==> src/rtl/x_mult_pkg.sv <==
// Shared constants and width helpers for the multiplier delay line.
// DLY_DEPTH_DEFAULT : default number of delay stages.
// tap_width()       : width of the tap select for a given depth (minimum 1).
// cnt_width()       : width of an occupancy counter that must reach depth.
package x_mult_pkg;

  localparam int unsigned DLY_DEPTH_DEFAULT = 3;

  function automatic int unsigned tap_width(input int unsigned depth);
    return (depth > 1) ? $clog2(depth) : 1;
  endfunction

  function automatic int unsigned cnt_width(input int unsigned depth);
    return $clog2(depth + 1);
  endfunction

endpackage

==> src/rtl/x_mult_dly_stage.sv <==
// One valid-tagged register stage of the multiplier delay line.
// Ports:
//   clk       rising-edge clock
//   clrn      asynchronous active-low reset
//   ena       advance enable (0 = hold)
//   flush     synchronous clear, overrides ena
//   in_valid  / in_data   word from the previous stage (or line input)
//   out_valid / out_data  registered word; data is 0 whenever valid is 0
module x_mult_dly_stage #(
  parameter int unsigned WIDTH = 1
) (
  input  logic             clk,
  input  logic             clrn,
  input  logic             ena,
  input  logic             flush,
  input  logic             in_valid,
  input  logic [WIDTH-1:0] in_data,
  output logic             out_valid,
  output logic [WIDTH-1:0] out_data
);

  always_ff @(posedge clk or negedge clrn) begin
    if (!clrn) begin
      out_valid <= 1'b0;
      out_data  <= '0;
    end else if (flush) begin
      out_valid <= 1'b0;
      out_data  <= '0;
    end else if (ena) begin
      out_valid <= in_valid;
      out_data  <= in_valid ? in_data : '0;
    end
  end

endmodule

==> src/rtl/x_mult_delayline.sv <==
// Valid-tagged delay line for the iterative multiplier datapath.
// Delays a WIDTH-bit word by tap_sel+1 enabled cycles (1..DEPTH).
// Ports:
//   clk        rising-edge clock
//   clrn       asynchronous active-low reset
//   ena        advance enable (0 = stall, all state held)
//   flush      synchronous clear of every stage, overrides ena
//   in_valid   input word is valid
//   in_data    input word
//   tap_sel    output tap; values past DEPTH-1 clamp to the last stage
//   out_valid  valid tag of the selected stage
//   out_data   data of the selected stage, 0 when out_valid is 0
//   busy       any stage holds a valid entry
//   count      number of valid entries across all stages
module x_mult_delayline
  import x_mult_pkg::*;
#(
  parameter int unsigned WIDTH = 1,
  parameter int unsigned DEPTH = DLY_DEPTH_DEFAULT,
  parameter int unsigned TAPW  = tap_width(DEPTH),
  parameter int unsigned CNTW  = cnt_width(DEPTH)
) (
  input  logic             clk,
  input  logic             clrn,
  input  logic             ena,
  input  logic             flush,
  input  logic             in_valid,
  input  logic [WIDTH-1:0] in_data,
  input  logic [TAPW-1:0]  tap_sel,
  output logic             out_valid,
  output logic [WIDTH-1:0] out_data,
  output logic             busy,
  output logic [CNTW-1:0]  count
);

  // Index 0 is the line input; index i+1 is the output of stage i.
  logic [DEPTH:0]   chain_vld;
  logic [WIDTH-1:0] chain_data [DEPTH+1];
  logic [CNTW-1:0]  count_q;
  int unsigned      sel;

  assign chain_vld[0]  = in_valid;
  assign chain_data[0] = in_data;

  for (genvar i = 0; i < DEPTH; i++) begin : g_stage
    x_mult_dly_stage #(
      .WIDTH(WIDTH)
    ) u_stage (
      .clk      (clk),
      .clrn     (clrn),
      .ena      (ena),
      .flush    (flush),
      .in_valid (chain_vld[i]),
      .in_data  (chain_data[i]),
      .out_valid(chain_vld[i+1]),
      .out_data (chain_data[i+1])
    );
  end

  // A full line always drops an entry when one enters, so the modular
  // add-then-subtract never leaves the range 0..DEPTH.
  always_ff @(posedge clk or negedge clrn) begin
    if (!clrn) begin
      count_q <= '0;
    end else if (flush) begin
      count_q <= '0;
    end else if (ena) begin
      count_q <= count_q + CNTW'(in_valid) - CNTW'(chain_vld[DEPTH]);
    end
  end

  always_comb begin
    sel = (32'(tap_sel) < DEPTH - 1) ? 32'(tap_sel) : DEPTH - 1;
  end

  always_comb begin
    out_valid = 1'b0;
    out_data  = '0;
    for (int unsigned i = 0; i < DEPTH; i++) begin
      if (i == sel) begin
        out_valid = chain_vld[i+1];
        out_data  = chain_vld[i+1] ? chain_data[i+1] : '0;
      end
    end
  end

  assign count = count_q;
  assign busy  = (count_q != '0);

endmodule

==> config.mk <==
export PLATFORM = sky130hd
export DESIGN_NAME = x_mult_delayline
export DESIGN_NICKNAME = d
export VERILOG_FILES = /design/src/rtl/x_mult_pkg.sv /design/src/rtl/x_mult_dly_stage.sv /design/src/rtl/x_mult_delayline.sv
export SDC_FILE = /design/constraint.sdc
export NUM_CORES = 1
export LEC_CHECK = 0
export ABC_AREA = 1
export BUFFER_PORTS_ARGS = -buffer_cell sky130_fd_sc_hd__buf_4
export CORE_AREA = 3 3 40 42
export DETAILED_ROUTE_END_ITERATION = 10
export DIE_AREA = 0 0 43 45
export GPL_ROUTABILITY_DRIVEN = 0
export SKIP_CTS_REPAIR_TIMING = 1
export SLEW_MARGIN = 20
export SYNTH_ARGS = -nofsm -noshare
export SYNTH_HDL_FRONTEND = slang
export SYNTH_HIERARCHICAL = 1
export SYNTH_SLANG_ARGS = --single-unit
==> constraint.sdc <==
create_clock -name clk -period 1.3 [get_ports clk]
set_input_delay 0.195 -clock clk [delete_from_list [all_inputs] [get_ports clk]]
set_output_delay 0.195 -clock clk [all_outputs]
set_load 0.01 [all_outputs]
Word level (Yosys, flattened, before mapping) --
Cells that the tools add are included.
Storage, ports and cells: register bits 8, output and inout bits 5, input port bits 8
Cells by class: add/sub/neg operators 2, equality and inequality tests 2, order comparisons 1, mux-type cells 25, reduce and logical (&&, ||, !) cells 3
Operators by type and width (count):
- zero test 32 bit | 1
- two-way mux 1 bit | 22
- two-way mux 2 bit | 3
- nonzero test 2 bit | 2
- adder 2 x 1 -> 2 bit | 1
- equality test 1 x 2 -> 1 bit, first input constant | 1
- equality test 2 bit, first input constant | 1
- less-than comparator 2 bit, second input constant | 1
- subtractor 2 x 1 -> 2 bit | 1

Depth between registers and ports, before layout --
Gate-level depths: netlist of run 1.
word-level depth 6, mapped depth 9, depth with buffers taken out 9

Modules after synthesis --
The synthesis of run 1 kept the hierarchy.
Modules (own cells, without submodules):
- x_mult_dly_stage | area an instance 86.3 um^2, instances 3, seq. area each 50.0 um^2, cells an instance 10
- x_mult_delayline | area an instance 193.9 um^2, instances 1, seq. area each 50.0 um^2, cells an instance 31

Least setup slack after synthesis of run 1 --
Ideal clock, no wire load.
path type register -> register, from register count_q[0] (netlist: count[0]), to register count_q[0] (netlist: count[0]), buffers on the path 0, slack 11 ps, stages on the path, launching flop included 7, library setup time 118 ps, data arrival time 1171 ps, required time 1182 ps, path through dfrtp_1 inv_1 ha_1 inv_1 ha_1 a21oi_1 nor2_1
On the way: cells in the longest elaborated chain, start to end 4
RTL lines:
- start, declared | line x_mult_delayline.sv:39 | logic [CNTW-1:0] count_q;
- start signal, assigned | line x_mult_delayline.sv:68 | count_q <= count_q + CNTW'(in_valid) - CNTW'(chain_vld[DEPTH]);
- adder 2 x 1 -> 2 bit | line x_mult_delayline.sv:68
- subtractor 2 x 1 -> 2 bit | line x_mult_delayline.sv:68
- two-way mux 2 bit | line x_mult_delayline.sv:67 | end else if (ena) begin
- two-way mux 2 bit | line x_mult_delayline.sv:65 | end else if (flush) begin
No other way between the ends. The select of a mux whose other input is x is not followed. A chain may end at the register's enable or synchronous reset.

Worst setup path after layout of run 1 --
from register g_stage[2].u_stage.out_valid, to output out_valid
On the way: cells in the longest elaborated chain, start to end 1
RTL lines:
- start, declared | line x_mult_dly_stage.sv:18 | output logic out_valid,
- start signal, assigned | line x_mult_dly_stage.sv:30 | out_valid <= in_valid;
- two-way mux 1 bit | line x_mult_delayline.sv:80 | if (i == sel) begin
- end, declared | line x_mult_delayline.sv:30 | output logic out_valid,
No other way between the ends.

==> qor.csv, run 1 <==
stage;metric;value;unit
status;status;completed;
routing;via_per_inst;4.70;
logic_synthesis;netlist_area;453;µm²
cts;clk_pin_slew_worst_paths;0.05;ns
timing;timing.fmax;796;MHz
timing;report.final.setup_viol;0;
critical_path;worstPathMaxFanout;3;
timing;setup_ws;0.0444;ns
routing;final_antenna_net_count;0;
power_and_ir_drop;p_int;0.420;mW
cells_and_area;layout_commonest_cell;nand2_1;
critical_path;crit_arrival;1.06;ns
global_route;grt_pass1_wl;1.61;mm
cts;cts-root-buf;clkbuf_4;
cells_and_area;n_antenna_cell;0;
timing;tightest_slew;0.149;ns
timing;finClkSkew;0.00587;ns
power_and_ir_drop;powerDensity;834;nW/µm²
power_and_ir_drop;p_leak;0.363;nW
floorplan;io-pin-count;13;
floorplan;start_util;0.352;
global_route;antenna_found_initial;0;
critical_path;crit_required;1.11;ns
floorplan;core_area;1280;µm²
place;hpwl;712;µm
floorplan;row_count;13;
critical_path;worst-setup-path-type;reg -> out;
critical_path;cp_num_buf_inv;2;
cts;cts_tree;yes;
timing;min_period_over_period;0.966;
critical_path;critPathLaunchType;flop;
timing;relSlewSlack;0.900;
place;post-place-ws;0.0230;ns
global_route;grt_usage;0.115;
routing;wire_per_inst;9.65;µm
cells_and_area;drive_gt1_frac;0.395;
cells_and_area;fillCellCount;126;
cells_and_area;nNetsFinal;93;
routing;num_vias;451;
power_and_ir_drop;ir_drop;468;µV
logic_synthesis;synth_warnings;6;
floorplan;die_area;1940;µm²
timing;finalCriticalPeriod;1.26;ns
place;io_buffers;12;
cts;htreeDepth;1;
cts;cts_buffer_depth;2;
cts;clkLatencyLatePin;0.25;ns
power_and_ir_drop;p_seq_frac;0.475;
global_route;overflow;0;
global_route;grt_pass1_vias;402;
critical_path;end_kind;output pin;
min_path;hold_class;in -> reg;
cells_and_area;finalCoreUtilization;0.525;
timing;final.setup.tns;0;ns
routing;routed_wl;926;µm
power_and_ir_drop;switchingPower;0.143;mW
critical_path;slowest_stage;dfrtp_1;
cts;cts.sinks;8;
global_route;grt_max_degree;14;
logic_synthesis;syn_area_per_cell;7.43;µm²
critical_path;max_stage_delay;0.41;ns
place;placed_cell_area;577;µm²
timing;hold_viol;0;
cts;numCtsBuffers;3;
cells_and_area;layout_common_cells;nand2_1 (18), buf_4 (14), dfrtp_1 (8), nor2_1 (6), inv_1 (5);
cells_and_area;area_growth;48.9;%
logic_synthesis;ys_ff_latch;8;
cells_and_area;stdcell_area;674;µm²
critical_path;crit_chain;buf_6 > nand2_2 > o211ai_1 > buf_4;
logic_synthesis;ys_types;12;
job;cap_violations;0;
floorplan;dieHeight;45;µm
power_and_ir_drop;pwr-share-clk;0.321;
timing;rsz0062_at_grt;true;
logic_synthesis;synth_cells;61;
power_and_ir_drop;combPwrFrac;0.204;
critical_path;path_delay_family;flip-flops;
logic_synthesis;synth_nets;71;
power_and_ir_drop;switching_share;0.253;
routing;drc;0;
logic_synthesis;yosysSeqAreaShare;0.442;
routing;drt_first_pass_iters;4;
routing;first_iter_violations;2;
timing;final-max-slew-violation-count;0;
floorplan;fp.dieW;43;µm
## flip-flops by register name, summed over array words and instances (netlist names)
name	cells
count	2
g_stage.u_stage/out_data	3
g_stage.u_stage/out_valid	3
## path summary, 6_finish.rpt
path / startpoint / endpoint / depth (start not counted) / slack (ns)
hold / removal: flush / count[0] / 2 / 0.19
min in group asynchronous: clrn / count[1] / 2 / 0.29
setup / recovery: g_stage[2].u_stage/out_valid / out_valid / 4 / 0.04
hold reg to reg: g_stage[1].u_stage/out_data / g_stage[1].u_stage/out_data / 2 / 0.51
max in group asynchronous: clrn / g_stage[0].u_stage/out_valid / 2 / 0.88
setup reg to reg: g_stage[2].u_stage/out_valid / count[1] / 8 / 0.08
## cell usage after synthesis
cell type / number / area share
a21oi_1: 2 / 0.022
dfrtp_1: 8 / 0.44
ha_1: 2 / 0.055
inv_1: 8 / 0.066
nand2_1: 19 / 0.16
nand2_2: 1 / 0.014
nand3_1: 7 / 0.077
nand4_1: 3 / 0.041
nor2_1: 6 / 0.050
nor2_2: 3 / 0.041
o211ai_1: 1 / 0.017
o21bai_1: 1 / 0.017
## cell families after synthesis
kind of cell | share of synthesized area
DFF | 0.442
buffers and inverters | 0.0663
and+or+nand+nor | 0.381
AOI/OAI and AO/OA | 0.0553
adders and majority gates | 0.0552
## power groups by stage
stage / combinational [mW] / sequential, mW / clock (mW)
6_report: 0.115 / 0.267 / 0.181
5_1_grt: 0.132 / 0.269 / 0.212
4_1_cts: 0.0993 / 0.267 / 0.190
3_5_place_dp: 0.0989 / 0.271 / 0
3_3_place_gp: 0.0980 / 0.271 / 0
2_1_floorplan: 0.0394 / 0.272 / 0
## metrics by stage
step	hold WS [ns]	cells	total power [mW]
3_5_place_dp	0.0171	90	0.370
3_3_place_gp	0.0160	90	0.369
2_1_floorplan	-0.101	61	0.311
5_1_grt	0.181	96	0.612
4_1_cts	-0.255	93	0.557
6_report	0.186	96	0.563
## layout make-up
cell class | instances | area, µm² | area share
timing repair buffer | 17 | 138 | 0.204
tap | 15 | 18.8 | 0.0278
inverter | 8 | 30.0 | 0.0445
multi-input combinational | 45 | 265 | 0.393
clock buffer | 3 | 22.5 | 0.0334
sequential | 8 | 200 | 0.297
## layer usage
| metal | up-vias | share of wire | track usage |
|---|---|---|---|
| met5 | - | 0 | 0 |
| met1 | 203 | 0.46 | 0.144 |
| met2 | 8 | 0.47 | 0.165 |
| met4 | 0 | 0 | 0.0361 |
| li1 | 240 | - | - |
| met3 | 0 | 0.064 | 0.0717 |
(Power assumes the default switching activity.)
==> inputs of run 2 (changes only) <==
--- a/config.mk
+++ b/config.mk
@@ -5,13 +5,13 @@
 export SDC_FILE = /design/constraint.sdc
 export NUM_CORES = 1
 export LEC_CHECK = 0
-export ABC_AREA = 1
 export BUFFER_PORTS_ARGS = -buffer_cell sky130_fd_sc_hd__buf_4
 export CORE_AREA = 3 3 40 42
 export DETAILED_ROUTE_END_ITERATION = 10
 export DIE_AREA = 0 0 43 45
 export GPL_ROUTABILITY_DRIVEN = 0
 export SKIP_CTS_REPAIR_TIMING = 1
+export SKIP_LAST_GASP = 1
 export SLEW_MARGIN = 20
 export SYNTH_ARGS = -nofsm -noshare
 export SYNTH_HDL_FRONTEND = slang
==> run 2 against run 1 <==
Against the previous run:
- the flow now finishes with violations (setup timing)
- non-clock buffer count unchanged
- sequential power about the same
- synthesized cell count decreased by 31%
- combinational power about the same
- flip-flop and latch count unchanged
- die area unchanged
- clock power increased by 7%
- register-to-register slack got worse by 0.18 ns
- via count decreased by 20%
- worst hold slack got worse by 0.019 ns
- cell count decreased by 20%
- power increased by 2.5%
==> qor.csv, run 2 <==
stage;metric;value;unit
status;status;finished with violations;
status;violations;setup timing;
routing;routed_wl;877;µm
place;io_buffers;12;
critical_path;endpoint;count[1];
cts;numCtsBuffers;3;
cts;cts_tree;yes;
floorplan;fp.dieW;43;µm
routing;drc;0;
cts;clkLatencyLatePin;0.25;ns
global_route;antenna_found_initial;0;
global_route;overflow;0;
cts;cts_buffer_depth;2;
critical_path;end_kind;flop;
floorplan;row_count;13;
logic_synthesis;synthMuxAreaShare;0.116;
floorplan;core_area;1280;µm²
logic_synthesis;synthTopCellsByCount;dfrtp_1 (8), mux2i_1 (5), nor2_1 (5);
timing;finClkSkew;0.00112;ns
floorplan;io-pin-count;13;
critical_path;cp-startpoint;g_stage[2].u_stage/out_valid;
routing;num_vias;362;
logic_synthesis;synth_area_leaders;dfrtp_1 (47%), mux2i_1 (12%), a21oi_2 (6.1%);
cts;clk_pin_slew_worst_paths;0.06;ns
routing;wire_per_inst;11.4;µm
global_route;grt_pass1_vias;355;
cells_and_area;n_antenna_cell;0;
routing;drt_first_pass_iters;2;
logic_synthesis;synth_adder_area_share;0.0581;
cells_and_area;fillCellCount;117;
job;cap_violations;0;
global_route;grt_pass1_wl;1.52;mm
critical_path;worstReg2RegStart;g_stage[2].u_stage/out_valid;
power_and_ir_drop;fin_total_pwr;0.577;mW
logic_synthesis;syn_area_per_cell;10.2;µm²
cts;cts-root-buf;clkbuf_4;
logic_synthesis;ys_ff_latch;8;
place;hpwl;663;µm
power_and_ir_drop;ir_drop;392;µV
cells_and_area;nNetsFinal;74;
critical_path;crit_arrival;1.54;ns
global_route;grt_max_degree;13;
timing;relSlewSlack;0.912;
routing;final_antenna_net_count;0;
critical_path;rrSetupSlack;-0.1;ns
logic_synthesis;yosysSeqAreaShare;0.465;
timing;finalCriticalPeriod;1.40;ns
logic_synthesis;ys_types;17;
logic_synthesis;netlist_area;430;µm²
timing;final.setup.tns;-0.251;ns
logic_synthesis;synth_compound_area_frac;0.131;
timing;min_period_over_period;1.08;
logic_synthesis;synth_edf_count;0;
critical_path;timing.rr.end;count[1];
timing;report.final.setup_viol;4;
routing;first_iter_violations;2;
power_and_ir_drop;powerDensity;904;nW/µm²
global_route;grt_usage;0.109;
critical_path;r2r.worst_path.cells;6;
logic_synthesis;yosys.area_share.xor_xnor;0.0203;
routing;via_per_inst;4.70;
logic_synthesis;synth_warnings;6;
cells_and_area;area_growth;48.3;%
logic_synthesis;synthSimpleGateAreaFrac;0.192;
logic_synthesis;synthMostInstantiatedCell;dfrtp_1;
cells_and_area;drive_gt1_frac;0.452;
cts;htreeDepth;1;
logic_synthesis;synthArstFlopShare;1.00;
logic_synthesis;synth_top_flop_cell;dfrtp_1;
critical_path;worstPathMaxFanout;2;
logic_synthesis;synth_top_area_cell;dfrtp_1;
timing;rsz0062_at_grt;true;
floorplan;dieHeight;45;µm
logic_synthesis;synth_nets;52;
critical_path;critPathLaunchType;flop;
min_path;hold_class;in -> reg;
logic_synthesis;synth_cells;42;
cts;cts.sinks;8;
power_and_ir_drop;p_leak;0.312;nW
floorplan;die_area;1940;µm²
timing;hold_viol;0;
timing;timing.fmax;715;MHz
timing;tightest_slew;0.129;ns
logic_synthesis;synth_top_family_by_area;simple AND/OR/NAND/NOR gates;
timing;final-max-slew-violation-count;0;
timing;setup_ws;-0.0982;ns
critical_path;crit_required;1.44;ns
critical_path;worst-setup-path-type;reg -> reg;
cells_and_area;layout_common_cells;buf_4 (15), dfrtp_1 (8), mux2i_1 (5), nor2_1 (5);
cells_and_area;layout_commonest_cell;buf_4;
floorplan;start_util;0.335;
logic_synthesis;synth_top_area_frac;0.465;
-- run 2: changes by cell type in the layout (fill, tap and decap cells not counted), moves of 4 or more --
cell / previous run / this run
nand2_1: 18 / 1
inv_1: 5 / 0
mux2i_1: 0 / 5
nand2b_1: 0 / 4
-- run 2: power breakdown --
group | total [mW] | internal, mW | switching (mW)
Combinational | 0.118 | 0.0650 | 0.0528
Clock | 0.194 | 0.106 | 0.0880
Sequential | 0.265 | 0.258 | 0.00726
-- run 2: logic make-up after synthesis --
logic type | after synthesis
buf+inv | 2
mux | 5
simple gates | 16
flops | 8
fa+ha+maj | 2
xor+xnor | 1
compound gates | 8
-- run 2: per-stage QoR --
stage	utilization	hold WS (ns)	instance area, µm²	setup WS, ns	instances
finish	0.497	0.167	638	-0.0982	77
global route	0.497	0.179	638	-0.167	77
CTS	0.455	-0.255	584	-0.139	75
detailed placement	0.437	0.0221	562	-0.126	72
global placement	0.437	0.0241	562	-0.106	72
floorplan	-	-0.101	430	-0.152	42
-- run 2: critical path, stage by stage (launching register included) --
cell     delay [ns]
dfrtp_1        0.41
ha_4           0.27
inv_2          0.03
ha_4           0.15
xor2_2         0.16
a21oi_1        0.08
a31o_1         0.19
-- run 2: worst min-delay path by stage --
stage | from | to | slack, ns | cells past startpoint
after floorplan | clrn | count[0] | -0.10 | 0
after detailed placement | clrn | g_stage[2].u_stage/out_data | 0.02 | 1
after global routing | flush | g_stage[1].u_stage/out_data | 0.18 | 2
after global placement | clrn | count[1] | 0.02 | 1
final | flush | g_stage[0].u_stage/out_data | 0.17 | 2
after CTS | clrn | g_stage[2].u_stage/out_data | -0.25 | 1
-- run 2: layout make-up --
cell class,count,area [µm²],share of cell area
Tap cell,15,18.8,0.0294
Sequential cell,8,200,0.314
Clock buffer,3,22.5,0.0353
Inverter,2,7.51,0.0118
Multi-Input combinational cell,32,255,0.400
Timing Repair Buffer,17,134,0.210
-- run 2: routing by layer --
| layer | GRT usage | up-vias | part of all wire |
|---|---|---|---|
| met5 | 0 | - | 0 |
| met2 | 0.150 | 13 | 0.40 |
| met3 | 0.0319 | 2 | 0.082 |
| met1 | 0.148 | 159 | 0.50 |
| met4 | 0.0723 | 0 | 0.017 |
| li1 | - | 188 | - |
==> inputs of run 3 (changes only) <==
--- a/config.mk
+++ b/config.mk
@@ -6,9 +6,10 @@
 export NUM_CORES = 1
 export LEC_CHECK = 0
 export BUFFER_PORTS_ARGS = -buffer_cell sky130_fd_sc_hd__buf_4
-export CORE_AREA = 3 3 40 42
+export CORE_AREA = 2 2 39 41
+export CTS_CLUSTER_SIZE = 10
 export DETAILED_ROUTE_END_ITERATION = 10
-export DIE_AREA = 0 0 43 45
+export DIE_AREA = 0 0 41 43
 export GPL_ROUTABILITY_DRIVEN = 0
 export SKIP_CTS_REPAIR_TIMING = 1
 export SKIP_LAST_GASP = 1
==> run 3 against run 2 <==
Against the previous run:
- the flow still finishes with violations (setup timing)
- flip-flop and latch count unchanged
- maximum frequency decreased by 1.6%
- global-route usage grew 1.6 points
- die area is 8.9% lower
- clock-buffer cell count unchanged
- utilization down 2.3 points
- sequential share of layout area fell by 0.84 points
- critical endpoint unchanged
- largest cell class unchanged
- critical path depth did not move
==> qor.csv, run 3 (synthesis results as in run 2) <==
stage;metric;value;unit
cells_and_area;fillCellCount;136;
timing;hold_slack;0.171;ns
cts;clk_pin_slew_worst_paths;0.06;ns
critical_path;worst-setup-path-type;reg -> reg;
floorplan;dieHeight;43;µm
timing;min_period_over_period;1.09;
status;status;finished with violations;
floorplan;io-pin-count;13;
critical_path;crit_required;1.44;ns
timing;timing.fmax;704;MHz
routing;drc;0;
global_route;grt_usage;0.126;
cts;cts-root-buf;clkbuf_4;
timing;tightest_slew;0.166;ns
timing;setup_ws;-0.121;ns
timing;relSlewSlack;0.889;
global_route;grt_pass1_vias;365;
place;hpwl;669;µm
place;placed_cell_area;563;µm²
timing;finClkSkew;0.00619;ns
timing;finalCriticalPeriod;1.42;ns
place;io_buffers;12;
floorplan;core_area;1380;µm²
critical_path;max_stage_delay;0.38;ns
cts;cts.sinks;8;
cts;cts_tree;yes;
cells_and_area;n_antenna_cell;0;
cells_and_area;layout_common_cells;buf_4 (15), dfrtp_1 (8), mux2i_1 (5), nor2_1 (5);
routing;first_iter_violations;2;
global_route;overflow;0;
status;violations;setup timing;
timing;hold_viol;0;
cells_and_area;finalCoreUtilization;0.474;
cells_and_area;nNetsFinal;76;
timing;final-max-slew-violation-count;0;
floorplan;start_util;0.311;
global_route;grt_pass1_wl;1.47;mm
critical_path;worstPathMaxFanout;2;
critical_path;crit_arrival;1.56;ns
timing;report.final.setup_viol;3;
global_route;antenna_found_initial;0;
timing;rsz0062_at_grt;true;
cts;htreeDepth;1;
cts;numCtsBuffers;3;
cells_and_area;drive_gt1_frac;0.438;
routing;routed_wl;942;µm
floorplan;fp.dieW;41;µm
routing;final_antenna_net_count;0;
job;cap_violations;0;
floorplan;die_area;1760;µm²
routing;wire_per_inst;11.8;µm
power_and_ir_drop;powerDensity;889;nW/µm²
routing;num_vias;387;
global_route;grt_max_degree;13;
cells_and_area;area_growth;52.3;%
critical_path;crit_chain;ha_1 > inv_1 > ha_4 > xor2_2 > a21oi_2 > a31o_1;
routing;via_per_inst;4.84;
critical_path;slowest_stage;dfrtp_1;
cts;cts_buffer_depth;2;
floorplan;row_count;14;
critical_path;critPathLaunchType;flop;
routing;drt_first_pass_iters;2;
cells_and_area;stdcell_area;656;µm²
power_and_ir_drop;p_leak;0.325;nW
cells_and_area;layout_commonest_cell;buf_4;
critical_path;end_kind;flop;
min_path;hold_class;in -> reg;
power_and_ir_drop;ir_drop;508;µV
cts;clkLatencyLatePin;0.25;ns
==> run 3: cell types whose count changed in the layout (fill, tap and decap cells not counted) <==
cell     before  now
a21oi_1       1    0
a21oi_2       3    4
buf_6         1    3
ha_1          0    1
ha_4          2    1
inv_1         0    2
inv_2         2    0
or2_2         1    0
or2_4         0    1
==> run 3: final timing paths <==
path / slack, ns / end / depth (start not counted) / start
setup / recovery: -0.12 / count[1] / 6 / g_stage[2].u_stage/out_valid
hold / removal: 0.17 / g_stage[1].u_stage/out_data / 2 / flush
setup reg to reg: -0.12 / count[1] / 6 / g_stage[2].u_stage/out_valid
hold reg to reg: 0.55 / g_stage[2].u_stage/out_data / 2 / g_stage[2].u_stage/out_data
max in group asynchronous: 0.88 / g_stage[0].u_stage/out_valid / 2 / clrn
min in group asynchronous: 0.29 / g_stage[2].u_stage/out_data / 2 / clrn
==> run 3: layout make-up <==
class | count | area (µm²) | share of cell area
inverters | 2 | 7.51 | 0.0115
well taps | 16 | 20.0 | 0.0305
flip-flops and latches | 8 | 200 | 0.305
clock buffers | 3 | 22.5 | 0.0344
multi-input cells | 32 | 249 | 0.380
repair buffers | 19 | 156 | 0.239
==> run 3: stage by stage <==
| step | TNS [ns] | cells | power (mW) | setup WS (ns) |
|---|---|---|---|---|
| 5_1_grt | -0.618 | 80 | 0.622 | -0.203 |
| 2_1_floorplan | -0.152 | 42 | 0.308 | -0.152 |
| 4_1_cts | -0.355 | 76 | 0.568 | -0.157 |
| 6_report | -0.303 | 80 | 0.583 | -0.121 |
| 3_3_place_gp | -0.133 | 73 | 0.369 | -0.133 |
| 3_5_place_dp | -0.148 | 73 | 0.371 | -0.148 |
==> run 3: routing by layer <==
layer	wire length (µm)	global-route usage	share of wire
met2	476	0.181	0.51
met4	0	0.0200	0
met1	413	0.158	0.44
met3	52	0.0785	0.055
met5	0	0	0
==> run 3: critical path: cells and delay by family, from the launching register on <==
family / cells / cell delay [ns]
adders and majority gates: 2 / 0.42
DFF: 1 / 0.38
AOI/OAI and AO/OA: 2 / 0.24
xor gates and xnor gates: 1 / 0.17
buffers and inverters: 1 / 0.09
==> run 3: power breakdown <==
part           switching, mW  total, mW  internal (mW)
combinational         0.0551      0.129         0.0735
clock                 0.0839      0.189          0.106
sequential           0.00675      0.265          0.258
total                  0.146      0.583          0.437
